[config.mk]
export PLATFORM = sky130hd
export DESIGN_NAME = down_timer
export DESIGN_NICKNAME = d
export VERILOG_FILES = /design/src/rtl/down_timer_pkg.sv /design/src/rtl/down_timer.sv
export SDC_FILE = /design/constraint.sdc
export NUM_CORES = 1
export LEC_CHECK = 0
export BUFFER_PORTS_ARGS = -buffer_cell sky130_fd_sc_hd__buf_4
export CORE_MARGIN = 2
export CORE_UTILIZATION = 50
export CTS_CLUSTER_DIAMETER = 100
export DETAILED_ROUTE_END_ITERATION = 10
export PLACE_DENSITY = 0.76
export SETUP_SLACK_MARGIN = 0.05
export SLEW_MARGIN = 10
export SYNTH_ARGS = -nofsm -noshare
export SYNTH_HDL_FRONTEND = slang
export SYNTH_SLANG_ARGS = --single-unit
[constraint.sdc]
create_clock -name clk -period 3.1 [get_ports clk]
set_input_delay 0.62 -clock clk [delete_from_list [all_inputs] [get_ports clk]]
set_output_delay 0.62 -clock clk [all_outputs]
set_load 0.005 [all_outputs]
[src/rtl/down_timer_pkg.sv]
// Shared definitions for the down-counting timer: state encoding and default width.
// The default width matches the free-running up-counter it sits beside.
package down_timer_pkg;

    localparam int DEFAULT_WIDTH = 16;

    typedef enum logic {
        ST_IDLE = 1'b0,
        ST_RUN  = 1'b1
    } state_t;

endpackage

[src/rtl/down_timer.sv]
// Loadable down-counting timer with a one-cycle done pulse on expiry and optional
// auto-reload, so it can serve as a periodic tick source.
module down_timer
    import down_timer_pkg::*;
#(
    parameter int WIDTH = DEFAULT_WIDTH
) (
    input  logic             clk,
    input  logic             rstn,
    input  logic             load,
    input  logic [WIDTH-1:0] load_val,
    input  logic             en,
    input  logic             auto_reload,
    input  logic             stop,
    output logic [WIDTH-1:0] cnt,
    output logic             busy,
    output logic             done
);

    state_t           state, state_n;
    logic [WIDTH-1:0] cnt_n;
    logic [WIDTH-1:0] reload, reload_n;
    logic             done_n;

    always_ff @(posedge clk) begin
        if (!rstn) begin
            state  <= ST_IDLE;
            cnt    <= '0;
            reload <= '0;
            done   <= 1'b0;
        end else begin
            state  <= state_n;
            cnt    <= cnt_n;
            reload <= reload_n;
            done   <= done_n;
        end
    end

    // Priority: load, then stop, then an enabled decrement while running.
    always_comb begin
        state_n  = state;
        cnt_n    = cnt;
        reload_n = reload;
        done_n   = 1'b0;
        if (load) begin
            reload_n = load_val;
            cnt_n    = load_val;
            if (load_val != '0) begin
                state_n = ST_RUN;
            end else begin
                state_n = ST_IDLE;
                done_n  = 1'b1;
            end
        end else if (stop) begin
            state_n = ST_IDLE;
        end else if (state == ST_RUN && en) begin
            // RUN always holds cnt >= 1, so reaching 1 is the expiry edge.
            if (cnt == WIDTH'(1)) begin
                done_n = 1'b1;
                if (auto_reload) begin
                    cnt_n = reload;
                end else begin
                    cnt_n   = '0;
                    state_n = ST_IDLE;
                end
            end else begin
                cnt_n = cnt - WIDTH'(1);
            end
        end
    end

    assign busy = (state == ST_RUN);

endmodule
* After elaboration in Yosys (flattened, before gate mapping) *
Index checks and enable logic that the tools add are counted.

cells by class
  add/subtract/negate cells = 1
  eq/ne operators = 3
  multiplexer cells = 16
  reductions and logical operators = 7

operator list
  operator                                                count
  2-to-1 mux 16 bit                                       5
  equality test 16 x 1 -> 1 bit (second input constant)   1
  nonzero test 16 bit                                     1
  subtractor 16 x 1 -> 16 bit (second input constant)     1
  2-to-1 mux 1 bit                                        11
  nonzero test 3 bit                                      2
  inequality test 3 x 2 -> 1 bit (second input constant)  1
  AND reduction 3 bit                                     1
  inequality test 2 bit (second input constant)           1
  AND reduction 2 bit                                     1
  nonzero test 2 bit                                      1
  logical AND 1 bit                                       1

storage, ports and cells
  bits in registers = 34
  output and inout bits = 18
  word-level logic and storage cells = 31

* Depth between registers and ports, before layout *
  word-level depth = 5
  mapped depth = 7

* Worst setup path after synthesis *
OpenSTA, ideal clock, no wires.

  path kind = reg2reg
  from = reg cnt[0]
  to = reg cnt[11]
  setup time = 134 ps
  arrival = 1994 ps
  data required time = 2966 ps
  setup slack = 972 ps
  cell stages (with the launch flop) = 7
  clock period less this slack = 2128 ps
  path through = dfxtp_1 -> ha_1 -> or4b_2 -> or4_4 -> buf_6 -> nand2_2 -> o221ai_1

on the way
  longest elaborated chain between the ends = 5
  elaborated cells between the ends (all ways) = 6
  classes of those cells = add/sub (1); eq/ne (1); mux (4)

ends and longest elaborated chain
  element                                                                       line                                source
  start, declared                                                               down_timer.sv:15                    output logic [WIDTH-1:0] cnt,
  start signal, assigned                                                        down_timer.sv:33                    cnt <= cnt_n;
  subtractor 16 x 1 -> 16 bit or equality test 16 x 1 -> 1 bit (tied branches)  down_timer.sv:67, down_timer.sv:58
  2-to-1 mux 16 bit *                                                           down_timer.sv:58                    if (cnt == WIDTH'(1)) begin
  2-to-1 mux 16 bit *                                                           down_timer.sv:56                    end else if (state == ST_RUN && en) begin
  2-to-1 mux 16 bit *                                                           down_timer.sv:54                    end else if (stop) begin
  2-to-1 mux 16 bit *                                                           down_timer.sv:45                    if (load) begin

Every way passes the cells marked *; elsewhere a longest branch is shown, timed or not. The select of a mux whose other input is x is not followed.
A chain may end at the register's enable or synchronous reset.

* Final worst setup path *
  from = reg cnt[0]
  to = reg cnt[0]

Same word-level chain as after synthesis.

==> summary.txt <==
# IOs - 40
R2R depth - 6
YS warnings - 0
detailed router's first-iteration violation count - 116
FMAX - 406 MHz
Post-route DRC - 0
Final nets - 275
Filler cells - 359
Synth area leader - dfxtp_1
run status - completed
Hold Slack - 0.482 ns
fraction of layout cells with a size suffix above 1 - 0.223
largest cells by area after synthesis - dfxtp_1, a22o_1, mux2i_1
mean post-synth cell area - 9.04 µm²
Mapped Nets - 249
die area - 4590 µm²
Power Density - 437 nW/µm²
Post-CTS Setup Repair Bufs - 0
drt first pass iters - 5
crit share post-route - 0.795
remaining antenna violation count - 0
initial antenna violation count - 0
final hold vios - 0
Worst Skew - 0.00774 ns
crit path kind - reg -> reg
Layout area overhead - 16.5%
Fin Setup TNS - 0 ns
final WL - 5380 µm
worst r2r src - cnt[0]
Num Clock Sinks - 34
Leak - 0.960 nW
RSZ-0062 raised after global routing - false
synthesized cell area - 2030 µm²
worst hold stages - 2
Vias - 1,833
grt ovf - 0
min-delay src - reload[12]
setup ws final - 0.635 ns
fin. max-slew vios - 0
Tightest Pin Transition - 0.867 ns
sequential area share after synthesis - 0.335
dpl cells - 294
DIE WIDTH - 67.8 µm
Max Buffers Root-to-Sink - 2
WP data arrival - 2.64 ns
first-pass GRT wire length - 8490 µm
clk root buf - clkbuf_8
reg-to-reg endpoint - cnt[0]
Place WS - 0.668 ns
Yosys top cell area share - 0.335
Core Region - 3970 µm²
Starting Density - 0.512
post-route cell area - 2370 µm²
cts bufs inserted - 5
startpoint class of the critical path - register
clk_lat worst skew - 0.28 ns
CP required - 3.28 ns
WHS Endpoint - reload[12]
area post-placement - 2290 µm²
CTS Hold Bufs - 0
post-cts resize count - 0
placed wire-length estimate - 3670 µm
largest net degree at the start of global routing - 44
number of cell rows - 23
max_slew headroom - 0.420
Global Route Usage Sum - 0.246
Max VDD drop - 0.000311 V
FF+latch count, synth - 34
Gate Count Post-Synth - 225
Max Cap Viol - 0
Final Util - 0.597
synth unique cells - 49
most frequent cell after synthesis - dfxtp_1
Die H - 67.8 µm
gp weighted congestion - 0.831
Hold WC Path Type - reg -> reg
vias per cell - 6.09
vias in the first global route - 1,687
# diodes - 0
Final min period - 2.47 ns
Async S/R FF share, synth - 0
clock-pin transition on the worst setup and hold timing paths - 0.07 ns
TritonCTS clock tree - yes
most frequent cells after synthesis - dfxtp_1, a22o_1, nand2_1
number of flops mapped to enable cells by yosys - 0
Routed WL per cell - 17.9 µm
post-route insts no fill - 301
CP Max Fanout - 8
count of input and output buffers - 39
H-tree depth - 2
Setup crit end kind - register
post-route total power - 1.04 mW
Synth Flop Type - dfxtp_1
R2R setup slack - 0.63 ns
setup violators final - 0
-- layout make-up --
class | count | area [µm²] | share of cell area
multi-input combinational | 166 | 1230 | 0.521
sequential | 34 | 681 | 0.287
timing repair buffer | 40 | 300 | 0.127
clock buffer | 7 | 76.3 | 0.0322
tap | 50 | 62.6 | 0.0264
inverter | 4 | 15.0 | 0.00634
-- critical path, stage by stage (launching register included) --
cell and delay (ns):
dfxtp_1 0.47, ha_1 0.23, or4b_2 0.67, nor4_4 0.40, buf_4 0.26, mux2i_1 0.08
a22o_1 0.24
-- power by group --
| part | internal (mW) | switching (mW) | leakage [nW] |
|---|---|---|---|
| Combinational | 0.115 | 0.120 | 0.641 |
| Sequential | 0.463 | 0.0297 | 0.281 |
| Clock | 0.155 | 0.154 | 0.0383 |
| Total | 0.733 | 0.304 | 0.960 |
-- state kept, by name (all words and copies together) (netlist names) --
name,count
done,1
reload,16
busy,1
cnt,16
-- worst max-delay path by stage --
stage / start / endpoint / depth (start not counted)
after floorplan: cnt[0] / cnt[11] / 6
after global placement: cnt[0] / cnt[0] / 6
after detailed placement: cnt[0] / cnt[0] / 6
after CTS: cnt[0] / cnt[0] / 6
after global routing: cnt[0] / cnt[0] / 6
final: cnt[0] / cnt[0] / 6
-- layout by cell type, fill, tap and decap left out, types with 4 or more instances in the layout --
cell type   n
buf_4      40
dfxtp_1    34
nand2_1    21
a22o_1     21
mux2i_1    17
nor2b_1    15
nor4_1      7
a21oi_1     6
or3_1       5
xnor2_1     5
nand2b_1    5
clkbuf_8    5
inv_1       4
or4_1       4
o221ai_1    4
o31ai_1     4
-- layer usage --
metal | vias up | wire [µm] | GRT usage
li1 | 889 | - | -
met1 | 876 | 2490 | 0.346
met2 | 63 | 2510 | 0.376
met3 | 5 | 324 | 0.0450
met4 | 0 | 58 | 0.0850
met5 | - | 0 | 0
-- cells by family after synthesis --
kind of cell    synth area share
simple gates               0.250
flops                      0.335
mux                       0.0836
fa+ha+maj                 0.0123
compound gates             0.227
xor+xnor                  0.0344
buf+inv                   0.0584
(Power assumes the default switching activity.)
